==> config.mk <==
export PLATFORM = sky130hd
export DESIGN_NAME = bnn_bit_serializer
export DESIGN_NICKNAME = d
export VERILOG_FILES = /design/src/rtl/bnn_pkg.sv /design/src/rtl/bnn_word_fifo.sv /design/src/rtl/bnn_bit_serializer.sv
export SDC_FILE = /design/constraint.sdc
export NUM_CORES = 1
export LEC_CHECK = 0
export CORE_MARGIN = 2
export CORE_UTILIZATION = 61
export DETAILED_ROUTE_END_ITERATION = 8
export GPL_TIMING_DRIVEN = 0
export PLACE_DENSITY = 0.89
export SYNTH_ARGS = -nofsm -noshare
export SYNTH_HDL_FRONTEND = slang
export SYNTH_SLANG_ARGS = --single-unit
==> constraint.sdc <==
create_clock -name clk -period 5.4 [get_ports clk]
set_input_delay 1.08 -clock clk [delete_from_list [all_inputs] [get_ports clk]]
set_output_delay 1.08 -clock clk [all_outputs]
set_load 0.1 [all_outputs]
==> src/rtl/bnn_pkg.sv <==
// Shared types and constants for the BNN serial feed path.
// Holds the serializer state encoding and width helpers.
package bnn_pkg;

    typedef enum logic {
        IDLE  = 1'b0,
        SHIFT = 1'b1
    } ser_state_t;

    localparam int IMG_BITS  = 784;
    localparam int FC_WORD_W = 32;

    // Bits needed to index n items; never narrower than 1.
    function automatic int wbits(input int n);
        return (n <= 1) ? 1 : $clog2(n);
    endfunction

endpackage

==> src/rtl/bnn_word_fifo.sv <==
// Small synchronous word FIFO with registered occupancy count.
// Head word is visible on dout whenever the FIFO is non-empty.
module bnn_word_fifo
    import bnn_pkg::*;
#(
    parameter int W     = 32,
    parameter int DEPTH = 8
) (
    input  logic                    clk,
    input  logic                    rst,
    input  logic                    flush,
    input  logic                    push,
    input  logic [W-1:0]            din,
    input  logic                    pop,
    output logic [W-1:0]            dout,
    output logic                    full,
    output logic                    empty,
    output logic [wbits(DEPTH):0]   count
);

    localparam int AW = wbits(DEPTH);
    localparam int CW = AW + 1;

    logic [W-1:0]  mem [DEPTH];
    logic [AW-1:0] wr_ptr;
    logic [AW-1:0] rd_ptr;
    logic          do_push;
    logic          do_pop;

    assign full    = (count == CW'(DEPTH));
    assign empty   = (count == '0);
    assign do_push = push & ~full & ~flush;
    assign do_pop  = pop & ~empty & ~flush;
    assign dout    = mem[rd_ptr];

    // Storage array; contents need no reset since count gates reads.
    always_ff @(posedge clk) begin
        if (do_push) begin
            mem[wr_ptr] <= din;
        end
    end

    // Pointers and count; flush empties the FIFO in one cycle.
    always_ff @(posedge clk) begin
        if (rst || flush) begin
            wr_ptr <= '0;
            rd_ptr <= '0;
            count  <= '0;
        end else begin
            if (do_push) begin
                wr_ptr <= wr_ptr + AW'(1);
            end
            if (do_pop) begin
                rd_ptr <= rd_ptr + AW'(1);
            end
            unique case ({do_push, do_pop})
                2'b10:   count <= count + CW'(1);
                2'b01:   count <= count - CW'(1);
                default: count <= count;
            endcase
        end
    end

endmodule

==> src/rtl/bnn_bit_serializer.sv <==
// Parallel-to-serial feeder for one BNN input lane.
// Buffers host words, shifts them out LSB-first and frames them.
module bnn_bit_serializer
    import bnn_pkg::*;
#(
    parameter int WORD_W     = FC_WORD_W,
    parameter int FIFO_DEPTH = 8,
    parameter int FRAME_BITS = IMG_BITS
) (
    input  logic              clk,
    input  logic              rst,
    input  logic              s_valid,
    output logic              s_ready,
    input  logic [WORD_W-1:0] s_data,
    input  logic              bit_en,
    output logic              bit_out,
    output logic              bit_valid,
    output logic              frame_done,
    output logic              underrun,
    input  logic              abort,
    output logic              busy
);

    localparam int RW = wbits(WORD_W + 1);
    localparam int FW = wbits(FRAME_BITS);
    localparam int CW = wbits(FIFO_DEPTH) + 1;

    ser_state_t        state_q;
    ser_state_t        state_d;
    logic [WORD_W-1:0] shreg_q;
    logic [WORD_W-1:0] shreg_d;
    logic [RW-1:0]     rem_q;
    logic [RW-1:0]     rem_d;
    logic [FW-1:0]     fcnt_q;
    logic [FW-1:0]     fcnt_d;
    logic              bit_out_d;
    logic              bit_valid_d;
    logic              frame_done_d;
    logic              underrun_d;

    logic              push;
    logic              pop;
    logic [WORD_W-1:0] fifo_dout;
    logic              fifo_full;
    logic              fifo_empty;
    logic [CW-1:0]     fifo_count;

    logic              last_bit;
    logic              frame_last;

    bnn_word_fifo #(
        .W     (WORD_W),
        .DEPTH (FIFO_DEPTH)
    ) u_fifo (
        .clk   (clk),
        .rst   (rst),
        .flush (abort),
        .push  (push),
        .din   (s_data),
        .pop   (pop),
        .dout  (fifo_dout),
        .full  (fifo_full),
        .empty (fifo_empty),
        .count (fifo_count)
    );

    assign s_ready    = ~fifo_full;
    assign busy       = (fifo_count != '0) | (state_q == SHIFT);
    assign last_bit   = (rem_q == RW'(1));
    assign frame_last = (fcnt_q == FW'(FRAME_BITS - 1));

    // Next-state, shifter, counters and handshake decisions.
    always_comb begin
        state_d      = state_q;
        shreg_d      = shreg_q;
        rem_d        = rem_q;
        fcnt_d       = fcnt_q;
        bit_out_d    = bit_out;
        bit_valid_d  = 1'b0;
        frame_done_d = 1'b0;
        underrun_d   = underrun;
        push         = 1'b0;
        pop          = 1'b0;

        if (abort) begin
            state_d    = IDLE;
            rem_d      = '0;
            fcnt_d     = '0;
            underrun_d = 1'b0;
        end else begin
            push = s_valid & s_ready;
            unique case (state_q)
                IDLE: begin
                    if (bit_en) begin
                        underrun_d = 1'b1;
                    end
                    if (!fifo_empty) begin
                        pop     = 1'b1;
                        shreg_d = fifo_dout;
                        rem_d   = RW'(WORD_W);
                        state_d = SHIFT;
                    end
                end
                SHIFT: begin
                    if (bit_en) begin
                        bit_out_d    = shreg_q[0];
                        bit_valid_d  = 1'b1;
                        shreg_d      = shreg_q >> 1;
                        rem_d        = rem_q - RW'(1);
                        frame_done_d = frame_last;
                        fcnt_d       = frame_last ? '0 : fcnt_q + FW'(1);
                        // Word exhausted or frame padding dropped.
                        if (last_bit || frame_last) begin
                            if (!fifo_empty) begin
                                pop     = 1'b1;
                                shreg_d = fifo_dout;
                                rem_d   = RW'(WORD_W);
                                state_d = SHIFT;
                            end else begin
                                rem_d   = '0;
                                state_d = IDLE;
                            end
                        end
                    end
                end
                default: state_d = IDLE;
            endcase
        end
    end

    // State and output registers.
    always_ff @(posedge clk) begin
        if (rst) begin
            state_q    <= IDLE;
            shreg_q    <= '0;
            rem_q      <= '0;
            fcnt_q     <= '0;
            bit_out    <= 1'b0;
            bit_valid  <= 1'b0;
            frame_done <= 1'b0;
            underrun   <= 1'b0;
        end else begin
            state_q    <= state_d;
            shreg_q    <= shreg_d;
            rem_q      <= rem_d;
            fcnt_q     <= fcnt_d;
            bit_out    <= bit_out_d;
            bit_valid  <= bit_valid_d;
            frame_done <= frame_done_d;
            underrun   <= underrun_d;
        end
    end

endmodule

; ---- Word-level counts from Yosys, hierarchy flattened
; Memory sizes are Yosys's and may differ from the RTL's. A register that Yosys moved wholly into a read port is not among the register bits.
; Index checks and enable logic that the tools add are counted.
[totals]
reg_bits = 63
n_memories = 1
output_inout_bits = 6
mem_bits_rw = 256
wordCells = 75
[mem_list]
columns = memory, depth, width, rd, rd_ports_with_merged_regs, write_ports, line_no
row1 = u_fifo.mem, 8, 32, 1, 1, 1, bnn_word_fifo.sv:24  ; logic [W-1:0] mem [DEPTH];
[classes]
bitwise = 11
add_sub_neg = 6
n_eq_ne = 7
reduce_logical = 13
muxes = 26
[ops]
columns = operator, count
row1 = two-way mux 32 bit, 4
row2 = one-hot mux 32 bit (2 select lines), 1
row3 = two-way mux 6 bit, 4
row4 = one-hot mux 6 bit (2 select lines), 1
row5 = adder 10 x 1 -> 10 bit (second input constant), 1
row6 = == test 10 bit (second input constant), 1
row7 = two-way mux 1 bit, 10
row8 = two-way mux 10 bit, 1
row9 = one-hot mux 4 bit (2 select lines), 1
row10 = adder 3 x 1 -> 3 bit (second input constant), 2
row11 = == test 6 x 1 -> 1 bit (second input constant), 1
row12 = two-way mux 3 bit, 2
row13 = AND reduction 2 bit, 3
row14 = AND reduction 3 bit, 2
row15 = subtractor 6 x 1 -> 6 bit (second input constant), 1
row16 = bitwise AND 1 bit, 5
row17 = NOT 1 bit, 5
row18 = adder 4 x 1 -> 4 bit (second input constant), 1
row19 = == test 4 bit (second input constant), 1
row20 = zero test 4 bit, 1
row21 = inequality test 2 bit (second input constant), 2
row22 = one-hot mux 1 bit (2 select lines), 2
row23 = nonzero test 4 bit, 1
row24 = OR reduction 4 bit, 1
row25 = other kinds (8), 9

; ---- Longest topological paths before layout
[depth]
depth_word = 10
depth_mapped = 13
ltp_nobuf = 12

; ---- Cells and area by module
; From an unflattened synthesis, not the netlist that was laid out.
[unflattened]
hier_cells = 766
hier_area_um2 = 13251.5
[modules_own_cells]
columns = module, cells_each, area_each_um2, n_inst
row1 = bnn_word_fifo, 450, 10451.3, 1
row2 = bnn_bit_serializer, 316, 2800.2, 1

; ---- Worst setup path before layout
; OpenSTA, ideal clock, no wires.
[synth_timing]
kind = in2reg
startpoint = input s_valid
endpoint = memory u_fifo.mem[0][0] (enable)
path_stages = 4
required_time_ns = 4.939
setup_ns = 0.461
path_slack_ns = 1.018
arrival_ns = 3.921
path_cell_list = inv_1 nor3_1 nand2b_1 nor3_1
[synth_via]
elab_chain_len = 6
[synth_lines]
columns = element, line_no
row1 = start: declaration, bnn_bit_serializer.sv:12  ; input logic s_valid,
row2 = bitwise AND 1 bit, bnn_bit_serializer.sv:91  ; push = s_valid & s_ready;
row3 = two-way mux 1 bit, bnn_bit_serializer.sv:85  ; if (abort) begin
row4 = bitwise AND 1 bit (2 in a row), bnn_word_fifo.sv:32  ; assign do_push = push & ~full & ~flush;
row5 = two-way mux 1 bit, bnn_word_fifo.sv:38  ; if (do_push) begin
row6 = two-way mux 1 bit (not written as such), bnn_word_fifo.sv:39  ; mem[wr_ptr] <= din;
row7 = end: declaration, bnn_word_fifo.sv:24
; No other way between the ends.

; ---- Worst setup path in the final report
[layout_timing]
startpoint = register u_fifo.count[1]
endpoint = output busy
[layout_via]
elab_chain_len = 2
[layout_lines]
columns = element, line_no
row1 = start: declaration, bnn_word_fifo.sv:18  ; output logic [wbits(DEPTH):0] count
row2 = start signal: assignment, bnn_word_fifo.sv:57  ; 2'b10: count <= count + CW'(1);
row3 = start signal: assignment, bnn_word_fifo.sv:58  ; 2'b01: count <= count - CW'(1);
row4 = start signal: assignment, bnn_word_fifo.sv:59  ; default: count <= count;
row5 = nonzero test 4 bit, bnn_bit_serializer.sv:68  ; assign busy = (fifo_count != '0) | (state_q == SHIFT);
row6 = bitwise OR 1 bit, bnn_bit_serializer.sv:68
row7 = end: declaration, bnn_bit_serializer.sv:21  ; output logic busy
; No other way between the ends.

==> impl_results.md <==
* Floorplan core area at 0.02089 mm^2
* Layout Cells excl Fill at 1146
* Finish-stage setup viols at 0
* PnR worst setup slack at 1.600 ns
* Hold buffers post-CTS at 0
* Count of fill cells added during filler insertion at 1228
* Distinct cells, synth at 44
* Residual antenna-violating net count after detailed routing at 0
* List of cells traversed by the critical path: buf_2 > nor4_1 > nand2_1 > clkdlybuf4s50_1
* Post-layout minimum cycle time at 3.800 ns
* Setup skew after layout at about 0.011 ns
* Post-synthesis register bit count at 322
* Achievable frequency at 263.2 MHz
* Maximum cell stage delay along the critical path at 1.00 ns
* Number of antenna violations at the first check in global routing at 0
* Setup Buffers After CTS at 0
* Floorplan die area at around 0.022 mm^2
* Vias per inst at ~6.5
* Count of instances resized after the clock tree is built at 0
* Cell type with the highest aggregate area in the netlist: edfxtp_1
* Most used flip-flop cell after synthesis: edfxtp_1
* Grt ovf at 0
* Worst IR drop on VDD at 0.3108 mV
* Total I/O pin count at 43
* RSZ-0062 raised after global routing: false
* Cells after synthesis at 758
* Sequential element share of the synthesized area at 0.6967
* Total Nets Final at between 800 and 900
* Worst setup EP type: primary output
* Maximum number of pins on one net before global-route repair at 22
* Number of clock sinks at 322
* Via count at approximately 7.4k
* Crit Path Category: flip-flop to primary output
* Leading cell types by count after synthesis: edfxtp_1, dfxtp_1, mux4_2
* Critical path buffers and inverters at 2
* DRC violations left at 0
* Slew Limit Fails at 0
* Count of TritonRoute iterations in the first routing pass at 6
* Critical Path Source Type: flip-flop
* Mapped Avg Cell Area at 17.06 um^2
* Share of the clock period used by the worst path at 0.7037
* CTS HTree Levels at 1
* Static leakage at ~0.0047 uW
* CTS tree: built
* Insertion delay of the later-clocked pin in the worst-skew pair at about 0.55 ns
* Max-Slew Margin vs Limit at 0.3580
* Count of endpoints failing hold in the final timing report at 0
* Arrival time worst endpoint at approximately 2.7 ns
* Power density over the cells at 337.3 mW/mm^2
* Critical Path Source: u_fifo.count[1]
* Overall die height at 149.6 um
* Wire per inst at 24.22 um
* Critical-path maximum fanout at 9
* Via count of the first global-routing pass at approximately 7.7k
* IO Port Bufs at 42
* Starting density of the core at 0.6190
* Ratio of cells with drive above 1 in the final layout at 0.1848
* Horizontal die dimension at 149.6 um
* Overall power consumption at 5053 uW
* Total CTS buffers at 31
* Cell family contributing the most delay on the critical path: buffers and inverters
* Maximum capacitance violations at 0
* Warning count from the yosys run at 0
* Top post-synthesis cells by area: edfxtp_1, mux4_2, dfxtp_1
* Post-Syn Nets at 803
* Synthesis-to-layout area growth at 15.87%
* Most instantiated library cell after synthesis: edfxtp_1
* Cell type of the slowest stage on the worst timing path: clkdlybuf4s50_1
* Clock input transition at the sequential cells of the worst setup and hold paths at 0.06 ns
* Worst flop-to-flop path startpoint: fcnt_q[4]
* First-pass GRT wire length at 42960 um
* Fraction of post-synthesis cell area in the top cell type by area at 0.5945
* Placed instance count at around 1.1k
* Outcome: finished clean
* Setup slack at placement at 1.262 ns
* Sum of net half-perimeters after detailed placement at roughly 17000 um
* Clock root buffer: clkbuf_16
* Rows at 53
* Weighted congestion reported at the end of routability-driven placement at 0.8511
* Overall track demand over capacity in global routing at 0.2563
* Hold Crit Start: underrun
* Least-Margin Pin Slew at 0.9600 ns
* Number of synthesized flops with an enable pin at 256
* Share of async-settable or async-resettable flops after synthesis at 0
* Buffer depth of the longest clock path at 3
* Class of the worst hold path: flip-flop to flip-flop
* DRC violation total after the first TritonRoute iteration at 950
* Crit path required time at 4.32 ns
* Post-route core utilization at 0.7172
* Total Routed Length at about 28000 um
* Antenna Cells at 0
* Netlist area before placement at roughly 0.013 mm^2
## where the power goes
| part | internal (uW) | leakage (uW) | switching, uW |
|---|---|---|---|
| sequential | 2700 | 0.00285 | 10.3 |
| combinational | 66.2 | 0.00131 | 104 |
| clock | 1290 | 0.000498 | 887 |
## state kept, by name (all words and copies together) (netlist names), 3 cells and up, named ones only
name	count
shreg_q	32
u_fifo.wr_ptr	3
rem_q	6
u_fifo.mem	256
u_fifo.rd_ptr	3
fcnt_q	10
u_fifo.count	4
## cell usage in the layout, fill, tap and decap left out, types with 6 or more instances in the layout
| master | Yosys | final |
|---|---|---|
| a21oi_1 | 12 | 12 |
| a221o_1 | 31 | 31 |
| buf_12 | 0 | 6 |
| buf_2 | 20 | 20 |
| buf_6 | 1 | 7 |
| clkbuf_1 | 24 | 29 |
| clkbuf_16 | 0 | 31 |
| clkdlybuf4s50_1 | 0 | 42 |
| clkinv_1 | 0 | 7 |
| clkinv_2 | 0 | 6 |
| dfxtp_1 | 66 | 66 |
| edfxtp_1 | 256 | 256 |
| ha_1 | 8 | 8 |
| inv_1 | 9 | 9 |
| mux2i_1 | 36 | 36 |
| mux4_2 | 64 | 64 |
| nand2_1 | 23 | 23 |
| nand4_1 | 6 | 6 |
| nor2_1 | 35 | 29 |
| nor2_4 | 0 | 6 |
| nor2b_1 | 33 | 33 |
| nor3b_1 | 30 | 30 |
| nor4_1 | 34 | 34 |
| o21ai_0 | 8 | 8 |
| xor2_1 | 12 | 12 |
## worst reg2reg max path, delay by kind of cell, from the launching register on
family / cells / cell delay, ns
AO/OA/AOI/OAI: 2 / 0.19
AND/OR/NAND/NOR: 5 / 1.53
buffers and inverters: 1 / 0.21
XOR/XNOR: 2 / 0.32
adder cells (fa/ha/maj): 2 / 0.53
flip-flops: 1 / 0.37
## metrics by stage
| step | TNS (ns) | hold slack (ns) | instance area (um^2) |
|---|---|---|---|
| after floorplan | 0 | 0.4270 | 12930 |
| after global placement | -147.83 | 0.4545 | 13690 |
| after detailed placement | 0 | 0.4649 | 13950 |
| after CTS | 0 | 0.4903 | 14980 |
| after global routing | 0 | 0.5284 | 14980 |
| final | 0 | 0.4869 | 14980 |
## layer usage
layer | GRT usage | wire, um | vias to the layer above
met1 | 0.3448 | 10680 | 3734
met3 | 0.04116 | 2283 | 83
met2 | 0.4339 | 13940 | 420
met4 | 0.08429 | 849 | 0
li1 | - | - | 3212
met5 | 0 | 0 | -
## path summary, 6_finish.rpt
path                      to  slack (ns)  cells past startpoint
max                     busy        1.60                      4
min                 underrun        0.49                      2
max reg2reg  u_fifo.count[2]        2.19                     12
min reg2reg         underrun        0.49                      2
## cell type report
class / count / area [um^2] / share of cell area
Buffer: 50 / 231.5 / 0.01545
Clock buffer: 36 / 794.5 / 0.05303
Clock inverter: 22 / 235.2 / 0.01570
Inverter: 9 / 33.78 / 0.002255
Multi-Input combinational cell: 377 / 3711 / 0.2477
Sequential cell: 322 / 9009 / 0.6013
Tap cell: 275 / 344.1 / 0.02297
Timing Repair Buffer: 55 / 623.1 / 0.04159
## cell families after synthesis
family                   share of synthesized area
AO/OA/AOI/OAI                              0.03948
buffers and inverters                      0.02052
multiplexers                                0.1393
AND/OR/NAND/NOR                            0.08535
XOR/XNOR                                   0.01084
flip-flops                                  0.6967
adder cells (fa/ha/maj)                   0.007742
(Power assumes the default switching activity.)
